==> config.mk <==
export PLATFORM = sky130hd
export DESIGN_NAME = fpunpack_norm
export DESIGN_NICKNAME = d
export VERILOG_FILES = /design/src/rtl/fpunpack_norm.sv
export SDC_FILE = /design/constraint.sdc
export NUM_CORES = 1
export LEC_CHECK = 0
export ABC_AREA = 1
export CAP_MARGIN = 20
export CORE_MARGIN = 2
export CORE_UTILIZATION = 45
export DETAILED_ROUTE_END_ITERATION = 10
export HOLD_SLACK_MARGIN = 0.05
export MAX_ROUTING_LAYER = met4
export PLACE_DENSITY = 0.79
export SLEW_MARGIN = 20
export SYNTH_ARGS = -nofsm -noshare
export SYNTH_HDL_FRONTEND = slang
export SYNTH_SLANG_ARGS = --single-unit
==> constraint.sdc <==
create_clock -name clk -period 1.45 [get_ports clk]
set_input_delay 0.29 -clock clk [delete_from_list [all_inputs] [get_ports clk]]
set_output_delay 0.29 -clock clk [all_outputs]
set_load 0.005 [all_outputs]
==> src/rtl/fpunpack_norm.sv <==
// IEEE-754 operand unpacker: splits {sign, exponent, fraction} into an unbiased
// exponent and explicit-leading-bit significand, normalising subnormals one bit per cycle.
module fpunpack_norm #(
    parameter int NE = 5,
    parameter int NF = 10
) (
    input  logic                 clk,
    input  logic                 reset,
    input  logic                 in_valid,
    output logic                 in_ready,
    input  logic [NE+NF:0]       f,
    output logic                 out_valid,
    input  logic                 out_ready,
    output logic                 sign,
    output logic signed [NE+1:0] exp,
    output logic [NF:0]          mant,
    output logic                 zero,
    output logic                 inf,
    output logic                 nan,
    output logic                 snan,
    output logic                 subnorm
);
    localparam int FLEN = 1 + NE + NF;
    localparam int BIAS = (1 << (NE - 1)) - 1;

    localparam logic signed [NE+1:0] C_BIAS    = (NE+2)'(BIAS);
    localparam logic signed [NE+1:0] C_EXP_SUB = (NE+2)'(1 - BIAS);
    localparam logic signed [NE+1:0] C_EXP_SPC = (NE+2)'(BIAS + 1);
    localparam logic signed [NE+1:0] C_ONE     = (NE+2)'(1);

    typedef enum logic [1:0] {IDLE, NORM, DONE} state_t;

    state_t r_state;

    logic [NE-1:0]         w_efield;
    logic [NF-1:0]         w_fract;
    logic                  w_ezero;
    logic                  w_eones;
    logic                  w_fzero;
    logic                  w_accept;
    logic signed [NE+1:0]  w_ld_exp;
    logic [NF:0]           w_ld_mant;

    assign w_efield = f[FLEN-2:NF];
    assign w_fract  = f[NF-1:0];
    assign w_ezero  = (w_efield == '0);
    assign w_eones  = (w_efield == '1);
    assign w_fzero  = (w_fract == '0);

    // out_ready -> in_ready is the only combinational path through the block
    assign in_ready = (r_state == IDLE) || ((r_state == DONE) && out_ready);
    assign w_accept = in_valid && in_ready;

    always_comb begin
        w_ld_exp  = $signed({2'b00, w_efield}) - C_BIAS;
        w_ld_mant = {1'b1, w_fract};
        if (w_ezero && w_fzero) begin
            w_ld_exp  = '0;
            w_ld_mant = '0;
        end else if (w_ezero) begin
            w_ld_exp  = C_EXP_SUB;
            w_ld_mant = {1'b0, w_fract};
        end else if (w_eones) begin
            w_ld_exp  = C_EXP_SPC;
        end
    end

    always_ff @(posedge clk) begin
        if (reset) begin
            r_state   <= IDLE;
            out_valid <= 1'b0;
            sign      <= 1'b0;
            exp       <= '0;
            mant      <= '0;
            zero      <= 1'b0;
            inf       <= 1'b0;
            nan       <= 1'b0;
            snan      <= 1'b0;
            subnorm   <= 1'b0;
        end else begin
            // A load happens from IDLE, or from DONE when the held result is taken
            if (w_accept) begin
                sign      <= f[FLEN-1];
                exp       <= w_ld_exp;
                mant      <= w_ld_mant;
                zero      <= w_ezero && w_fzero;
                subnorm   <= w_ezero && !w_fzero;
                inf       <= w_eones && w_fzero;
                nan       <= w_eones && !w_fzero;
                snan      <= w_eones && !w_fzero && !w_fract[NF-1];
                r_state   <= (w_ezero && !w_fzero) ? NORM : DONE;
                out_valid <= !(w_ezero && !w_fzero);
            end else begin
                case (r_state)
                    NORM: begin
                        mant <= mant << 1;
                        exp  <= exp - C_ONE;
                        if (mant[NF-1]) begin
                            r_state   <= DONE;
                            out_valid <= 1'b1;
                        end
                    end
                    DONE: begin
                        if (out_ready) begin
                            r_state   <= IDLE;
                            out_valid <= 1'b0;
                        end
                    end
                    default: r_state <= r_state;
                endcase
            end
        end
    end
endmodule

==> results of run 1 <==
cell type report:
cell class / count / area, um2 / area share, %
inverter: 20 / 77.6 / 3.47
clock buffer: 4 / 36.3 / 1.62
tap: 33 / 41.3 / 1.85
timing repair buffer: 87 / 742 / 33.2
sequential: 26 / 556 / 24.8
multi-input combinational: 147 / 783 / 35.0
placed cells by master, fill, tap and decap left out, drive strengths merged, types with 5 or more instances in the layout:
cell type      count
inv               20
dfxtp             26
nand2             49
o21ai             18
clkdlybuf4s50     16
dlygate4sd2       27
clkbuf             5
nand3             15
a21oi             22
buf               42
nor2              25
per-layer routing:
metal / track usage [%] / vias to the layer above
li1: - / 825
met1: 28.8 / 750
met2: 46.2 / 58
met3: 3.71 / 8
met4: 7.14 / 0
met5: - / -
worst max-delay path, stage by stage:
cell	delay, ps
dlygate4sd2_1	250
ha_1	200
nand2_1	100
nor2_2	50
ha_2	170
inv_1	110
nand2_1	70
nor2_1	120
nand3_1	120
a21oi_1	150
cells by family after synthesis:
kind of cell / count (synthesis)
xor gates and xnor gates: 1
AOI/OAI and AO/OA: 48
DFF: 26
and+or+nand+nor: 94
adders and majority gates: 4
buffers and inverters: 26
timing repair:
| item | in CTS | in global routing |
|---|---|---|
| resized for setup | 58 | 14 |
| buffers inserted | 18 | 2 |
| cloned | 0 | 0 |
| pin swaps | 2 | 4 |
| endpoints found under the setup margin | 35 | 7 |
power breakdown:
part,switching (mW),internal [mW]
clock,0.232,0.154
sequential,0.0257,0.772
combinational,0.243,0.282
total,0.501,1.21
worst paths after layout:
path	start	slack, ps	end
max	f[10]	80	exp[2]
min	f[12]	430	exp[3]
max reg2reg	exp[0]	120	exp[6]
min reg2reg	sign	470	sign
flip-flops by register name, summed over array words and instances (netlist names):
name       cells
exp            7
inf            1
mant          11
nan            1
out_valid      1
r_state        1
sign           1
snan           1
subnorm        1
zero           1
stage by stage:
| stage | utilization [%] | power (mW) | hold slack [ps] | instance area [um2] | TNS [ps] |
|---|---|---|---|---|---|
| 6_report | 75.1 | 1.71 | 435 | 2240 | 0 |
| 5_1_grt | 75.1 | 1.81 | 454 | 2240 | 0 |
| 4_1_cts | 73.3 | 1.67 | 474 | 2180 | 0 |
| 3_5_place_dp | 67.2 | 1.28 | 460 | 2000 | -7470 |
| 3_3_place_gp | 67.2 | 1.27 | 451 | 2000 | -6950 |
| 2_1_floorplan | - | 1.03 | 433 | 1370 | 0 |
==> out/results.txt, run 1 <==
status: finished clean
largest cells by area after synthesis: dfxtp_1 (38%), nand2_1 (13%), a21oi_1 (8.0%)
most numerous cell in the Yosys netlist: nand2_1
vias per cell: 5.18
synthesized cell area: 0.00137 mm2
cts hold-fix bufs: 0
worst min path class: in -> reg
Fmax: 0.729 GHz
worst vdd ir: 0.555 mV
IO Count: 46
Post-Synth Adder-Cell Area: 3.65%
R2R depth: 11
CTS tree: yes
xor/xnor share of the synthesized area: 0.639%
CP endpoint kind: register
clk buf depth: 2
final clock skew: 3.36 ps
worst skew pair latency: 330 ps
antenna cells: 0
# nets final: 309
met2 WL: 1950 um
Core Area: 0.00298 mm2
post-synth top area share: 38.0%
Final Setup Violations: 0
overall die width: 59.2 um
post-synthesis simple-gate area fraction: 29.9%
drt drc: 0
synth cell count leaders: nand2_1 (47), dfxtp_1 (26), nor2_1 (24), a21oi_1 (22)
leak pwr: 1.09 nW
Worst EP required: 1720 ps
Slew Viols, Final: 0
worst hold path depth: 5
clock root buffer: clkbuf_4
post-route setup slack: 78.0 ps
Tmin final: 1370 ps
Highest Signal Layer: met4
DRT iter0 DRCs: 85
average size of a mapped cell: 6.88 um2
Net Count, Synth: 223
Post-Place Cells: 293
crit path max fanout: 3
crit share post-route: 94.6%
Seq cells post-synth: 26
post-route ant nets: 0
I/O Buffers: 45
Non-Filler Instances: 317
Fillers: 234
WL final: 3950 um
Pwr Density: 764 mW/mm2
Yosys cell types: 27
Mapped Cells: 199
synth warn: 0
vias in the first global route: 1557
Via Count: 1641
Worst-path clk slew: 150 ps
sequential area share after synthesis: 38.0%
Post-synth ARST share: 0%
wire per inst: 12.5 um
CTS buffer count: 3
# rows: 20
Crit Path Class: in -> reg
CP Launch Type: input pin
MaxCap Viol Count: 0
Die Y-Extent: 59.2 um
Max H-tree Level: 1
largest family of logic cells by synthesized area: simple AND/OR/NAND/NOR gates
global-route wire length before repair: 6600 um
RD Place Congestion: 0.828
Critical Path AT: 1640 ps
Yosys top cell by area: dfxtp_1
starting density of the core: 46.0%
pre-CTS setup slack: -472 ps
Worst-Margin Slew: 263 ps
Detail Route met3 WL: 209 um
initial antenna violation count: 0
Overall Global Routing Usage: 25.4%
wl on met1: 1720 um
Pre-antenna DRT Iters: 5
Main synth FF type: dfxtp_1
largest net degree at the start of global routing: 18
Synth Area in Compound Gates: 19.5%
mux cell area share after synthesis: 0%
Area Growth Syn to Fin: 63.2%
EDFF count, synth: 0
clk sinks: 26
layout cells sized above 1: 33.8%
Rel. slew slack: 82.4%
die area: 0.00350 mm2
Overflow after GRT: 0
final hold vios: 0
RSZ-0062 raised after global routing: false
HPWL Detailed: 2850 um
(Power assumes the default switching activity.)
==> run 2: changes to the inputs <==
- GPL_ROUTABILITY_DRIVEN: unset -> 0
- PLACE_DENSITY: 0.79 -> 0.87
==> out/results.txt, run 2 (same netlist as run 1, synthesis figures left out) <==
status: finished clean (unchanged)
die area: 0.00350 mm2 (unchanged)
largest net degree at the start of global routing: 16 (was 18)
Switching Share: 29.5% (was 29.3%)
wire per inst: 12.5 um (about the same)
overall die width: 59.2 um (unchanged)
Worst EP required: 1710 ps (was 1720 ps)
pre-CTS setup slack: -540 ps (was -472 ps)
clk sinks: 26 (unchanged)
setup TNS: 0 ps (unchanged)
post-route setup slack: 71.6 ps (was 78.0 ps)
# rows: 20 (unchanged)
Overflow after GRT: 0 (unchanged)
vias per cell: 5.23 (was 5.18)
final clock skew: 11.0 ps (was 3.36 ps)
leak pwr: 1.12 nW (was 1.09 nW)
clock root buffer: clkbuf_4 (unchanged)
overall power: 1.63 mW (was 1.71 mW)
HPWL Detailed: 2810 um (was 2850 um)
commonest cells after routing, fill and taps aside: nand2_1 (46), buf_4 (36), dfxtp_2 (24) (was nand2_1 (45), buf_4 (41), dlygate4sd2_1 (27))
global-route wire length before repair: 6400 um (was 6600 um)
Tmin final: 1380 ps (was 1370 ps)
IO Count: 46 (unchanged)
Die Y-Extent: 59.2 um (unchanged)
worst vdd ir: 0.484 mV (was 0.555 mV)
Clk pwr share: 18.9% (was 22.6%)
Worst path max stage delay: 450 ps (was 250 ps)
Post-Place Cells: 290 (was 293)
Worst-Margin Slew: 283 ps (was 263 ps)
initial antenna violation count: 0 (unchanged)
layout cells sized above 1: 31.7% (was 33.8%)
drt drc: 0 (unchanged)
fin util: 73.8% (was 75.1%)
starting density of the core: 46.0% (unchanged)
Worst path slowest cell: clkdlybuf4s50_1 (was dlygate4sd2_1)
Final Setup Violations: 0 (unchanged)
final hold vios: 0 (unchanged)
worst skew pair latency: 320 ps (was 330 ps)
WL final: 3900 um (was 3950 um)
post-route ant nets: 0 (unchanged)
DRT iter0 DRCs: 61 (was 85)
biggest regs: mant x11, exp x7 (unchanged)
Buf+Inv Stages, Crit Path: 3 (was 2)
I/O Buffers: 45 (unchanged)
Max H-tree Level: 1 (unchanged)
worst min path class: reg -> reg (was in -> reg)
Crit Path Class: in -> reg (unchanged)
Core Area: 0.00298 mm2 (unchanged)
cts hold-fix bufs: 0 (unchanged)
antenna cells: 0 (unchanged)
commonest non-fill, non-tap cell in the layout: nand2_1 (unchanged)
cell-internal power: 1.15 mW (was 1.21 mW)
CTS buffer count: 3 (unchanged)
Overall Global Routing Usage: 24.4% (was 25.4%)
CTS tree: yes (unchanged)
Pre-antenna DRT Iters: 4 (was 5)
Critical Path AT: 1640 ps (about the same)
critical-path cell list: clkdlybuf4s50_1 -> inv_1 -> nand2_1 -> nand3_4 -> nand2_2 -> inv_2 -> nor2_2 -> o21ai_0 -> a21oi_1 (was dlygate4sd2_1 -> ha_1 -> nand2_1 -> nor2_2 -> ha_2 -> inv_1 -> nand2_1 -> nor2_1 -> nand3_1 -> a21oi_1)
Most flops, register: mant (unchanged)
Rel. slew slack: 81.1% (was 82.4%)
crit share post-route: 95.1% (was 94.6%)
vias in the first global route: 1586 (was 1557)
combinational cell fraction of total power: 32.0% (was 30.7%)
CP endpoint kind: register (unchanged)
Top delay family on crit path: buffers and inverters (was simple AND/OR/NAND/NOR gates)
clk buf depth: 2 (unchanged)
Area Growth Syn to Fin: 60.5% (was 63.2%)
max reg flops: 11 (unchanged)
Pwr Density: 740 mW/mm2 (was 764 mW/mm2)
Non-Filler Instances: 311 (was 317)
Via Count: 1626 (was 1641)
sequential share of power: 49.0% (was 46.7%)
P_sw: 480 uW (was 501 uW)
RSZ-0062 raised after global routing: true (was false)
Fmax: 0.725 GHz (was 0.729 GHz)
Worst-path clk slew: 150 ps (about the same)
MaxCap Viol Count: 0 (unchanged)
# nets final: 304 (was 309)
CP Launch Type: input pin (unchanged)
Slew Viols, Final: 0 (unchanged)
crit path max fanout: 11 (was 3)
Fillers: 227 (was 234)
[run 2: changes by cell type in the layout (fill, tap and decap cells not counted), sizes merged]
cell,change
dlygate4sd2,-5
clkinv,+1
clkbuf,-1
dlymetal6s2s,+5
inv,-1
buf,-5
[run 2: tightest hold or removal path, cell delays in order, from the launching register on]
cell,delay (ps)
dfxtp_2,350
nand2_1,50
a21oi_1,50
[run 2: final cells by class]
class                   count  area (um2)  area share (%)
multi-input cells         147         773            35.2
repair buffers             82         723            32.9
flip-flops and latches     26         558            25.4
inverters                  20        80.1            3.64
well taps                  33        41.3            1.88
clock buffers               3        22.5            1.02
[run 2: final timing paths]
path | cells after the start | endpoint | startpoint | slack (ps)
max | 9 | mant[10] | out_ready | 70
min | 2 | mant[10] | mant[10] | 470
max reg2reg | 8 | mant[10] | out_valid | 70
min reg2reg | 2 | mant[10] | mant[10] | 470
[run 2: power groups by stage]
stage,Sequential [mW],Combinational (mW),Clock (mW)
final,0.798,0.521,0.308
after global routing,0.804,0.578,0.345
after CTS,0.798,0.497,0.310
after detailed placement,0.823,0.451,0
after global placement,0.823,0.442,0
after floorplan,0.819,0.207,0
[run 2: what timing repair did]
item | 4_1_cts | 5_1_grt
setup endpoints to repair | 36 | 11
setup buffers | 17 | 1
pin swaps | 2 | 2
gates resized for setup | 53 | 19
[run 2: routing by layer]
layer	share of wire, %	GRT usage (%)	vias to the layer above
met1	42	28.0	745
met2	52	42.1	53
met4	2.2	11.7	0
met5	0	-	-
li1	-	-	817
met3	4.5	2.84	11
[run 2: stage by stage]
step	instance area (um2)	hold WS, ps
CTS	2150	469
floorplan	1370	433
finish	2200	468
global placement	1980	452
global route	2200	485
detailed placement	1980	455
==> run 3: changes to the inputs <==
- CORE_UTILIZATION: 45 -> 47
- CTS_BUF_LIST: unset -> sky130_fd_sc_hd__clkbuf_2 sky130_fd_sc_hd__clkbuf_4 sky130_fd_sc_hd__clkbuf_8
- PLACE_DENSITY: 0.87 -> 0.9
==> out/results.txt, run 3 (same netlist as run 1, synthesis figures left out) <==
cell mode on critical path: nand2_1
Crit Path Class: in -> reg (unchanged)
Slew Viols, Final: 0 (unchanged)
status: finished with violations (was finished clean)
IO Count: 46 (unchanged)
DRT iter0 DRCs: 165 (was 61)
Design Area, Final: 0.00232 mm2 (was 0.00220 mm2)
Top delay family on crit path: buffers and inverters (unchanged)
Via Count: 1887 (was 1626)
Critical Path AT: 1800 ps (was 1640 ps)
largest net degree at the start of global routing: 18 (was 16)
global-route wire length before repair: 7370 um (was 6400 um)
post-route setup slack: -66.6 ps (was 71.6 ps)
Die Y-Extent: 58.0 um (was 59.2 um)
placed cell area: 0.00201 mm2 (was 0.00198 mm2)
CTS tree: yes (unchanged)
commonest non-fill, non-tap cell in the layout: buf_4 (was nand2_1)
Fmax: 0.659 GHz (was 0.725 GHz)
multi-input logic area: 812 um2 (was 773 um2)
clk buf depth: 2 (unchanged)
I/O Buffers: 45 (unchanged)
critical-path cell list: clkdlybuf4s50_1 -> nand2_2 -> nor2_2 -> ha_2 -> inv_1 -> nand2_1 -> nand3_1 -> nand2_1 -> a21oi_1 (was clkdlybuf4s50_1 -> inv_1 -> nand2_1 -> nand3_4 -> nand2_2 -> inv_2 -> nor2_2 -> o21ai_0 -> a21oi_1)
Core Area: 0.00276 mm2 (was 0.00298 mm2)
# nets final: 315 (was 304)
clock root buffer: clkbuf_4 (unchanged)
Max H-tree Level: 1 (unchanged)
post-route ant nets: 0 (unchanged)
overall power: 1.93 mW (was 1.63 mW)
Buf+Inv Stages, Crit Path: 2 (was 3)
HPWL Detailed: 2880 um (was 2810 um)
Pwr Density: 829 mW/mm2 (was 740 mW/mm2)
Most flops, register: mant (unchanged)
worst vdd ir: 0.702 mV (was 0.484 mV)
worst skew pair latency: 340 ps (was 320 ps)
CTS buffer count: 3 (unchanged)
Worst EP required: 1740 ps (was 1710 ps)
wire per inst: 16.3 um (was 12.5 um)
MaxCap Viol Count: 0 (unchanged)
Worst path max stage delay: 550 ps (was 450 ps)
clk sinks: 26 (unchanged)
Pre-antenna DRT Iters: 5 (was 4)
Reg area: 554 um2 (was 558 um2)
RSZ-0062 raised after global routing: true (unchanged)
Overflow after GRT: 0 (unchanged)
crit path max fanout: 3 (was 11)
# rows: 19 (was 20)
WL final: 5230 um (was 3900 um)
drt drc: 0 (unchanged)
max reg flops: 11 (unchanged)
reg2reg setup slack: 10 ps (was 70 ps)
antenna cells: 0 (unchanged)
starting density of the core: 49.7% (was 46.0%)
worst min path class: reg -> reg (unchanged)
Worst-path clk slew: 160 ps (was 150 ps)
die area: 0.00336 mm2 (was 0.00350 mm2)
vias in the first global route: 1703 (was 1586)
Worst path slowest cell: clkdlybuf4s50_1 (unchanged)
Worst-Margin Slew: 454 ps (was 283 ps)
CP endpoint kind: register (unchanged)
Final Setup Violations: 4 (was 0)
Overall Global Routing Usage: 29.0% (was 24.4%)
overall die width: 58.0 um (was 59.2 um)
initial antenna violation count: 0 (unchanged)
crit share post-route: 105% (was 95.1%)
commonest cells after routing, fill and taps aside: buf_4 (45), nand2_1 (43), dlygate4sd2_1 (26) (was nand2_1 (46), buf_4 (36), dfxtp_2 (24))
CP Launch Type: input pin (unchanged)
leak pwr: 1.13 nW (was 1.12 nW)
cts hold-fix bufs: 0 (unchanged)
Area Growth Syn to Fin: 69.7% (was 60.5%)
final clock skew: 8.31 ps (was 11.0 ps)
final hold vios: 0 (unchanged)
Fillers: 160 (was 227)
Rel. slew slack: 69.5% (was 81.1%)
vias per cell: 5.88 (was 5.23)
failing checks: negative setup slack
biggest regs: mant x11, exp x7 (unchanged)
Tmin final: 1520 ps (was 1380 ps)
layout cells sized above 1: 36.6% (was 31.7%)
[run 3: changes by cell type in the layout (fill, tap and decap cells not counted), moves of 4 or more]
cell / delta
nor2_2: +6
dlymetal6s2s_1: -5
nor2_1: -6
dlygate4sd2_1: +4
buf_4: +9
[run 3: layer usage]
metal / global-route usage, % / vias to the layer above / wire, um
met5: - / - / 0
met4: 11.6 / 0 / 288
met3: 5.36 / 46 / 556
met2: 52.1 / 166 / 2480
met1: 31.2 / 828 / 1900
li1: - / 847 / -
[run 3: worst register-to-register path, stage by stage, from the launching register on]
cell and delay, ps:
dfxtp_2 360, buf_6 120, nor3_1 410, a21oi_1 150, nand3b_1 220, a21oi_1 130
[run 3: what timing repair did]
item / 4_1_cts / 5_1_grt
setup buffers: 17 / 8
endpoints found under the setup margin: 37 / 16
resized for setup: 56 / 24
pin swaps: 2 / 11
gates cloned: 0 / 1
[run 3: worst paths after layout]
check | from | endpoint | cells past startpoint
max | f[12] | exp[4] | 9
min | mant[10] | mant[10] | 2
max reg2reg | exp[0] | exp[3] | 5
min reg2reg | mant[10] | mant[10] | 2
[run 3: layout make-up]
cell class / instances / area share (%)
multi-input cells: 148 / 34.9
repair buffers: 92 / 33.7
flip-flops and latches: 26 / 23.8
inverters: 20 / 3.55
well taps: 31 / 1.67
clock inverters: 1 / 1.29
clock buffers: 3 / 0.969
[run 3: metrics by stage]
| stage | util (%) | setup TNS (ps) | setup WS (ps) | hold slack [ps] | cells |
|---|---|---|---|---|---|
| after CTS | 79.6 | 0 | 1.56 | 474 | 313 |
| after global placement | 72.7 | -6780 | -444 | 450 | 292 |
| after global routing | 84.3 | -464 | -83.6 | 502 | 321 |
| final | 84.3 | -111 | -66.6 | 478 | 321 |
| after floorplan | - | 0 | 184 | 433 | 199 |
| after detailed placement | 72.7 | -7800 | -551 | 458 | 292 |
[run 3: power by group]
group	internal, mW	switching [mW]	leakage [nW]	total (mW)
clock network	0.280	0.249	0.0279	0.529
registers	0.772	0.0338	0.224	0.806
logic	0.307	0.284	0.878	0.592
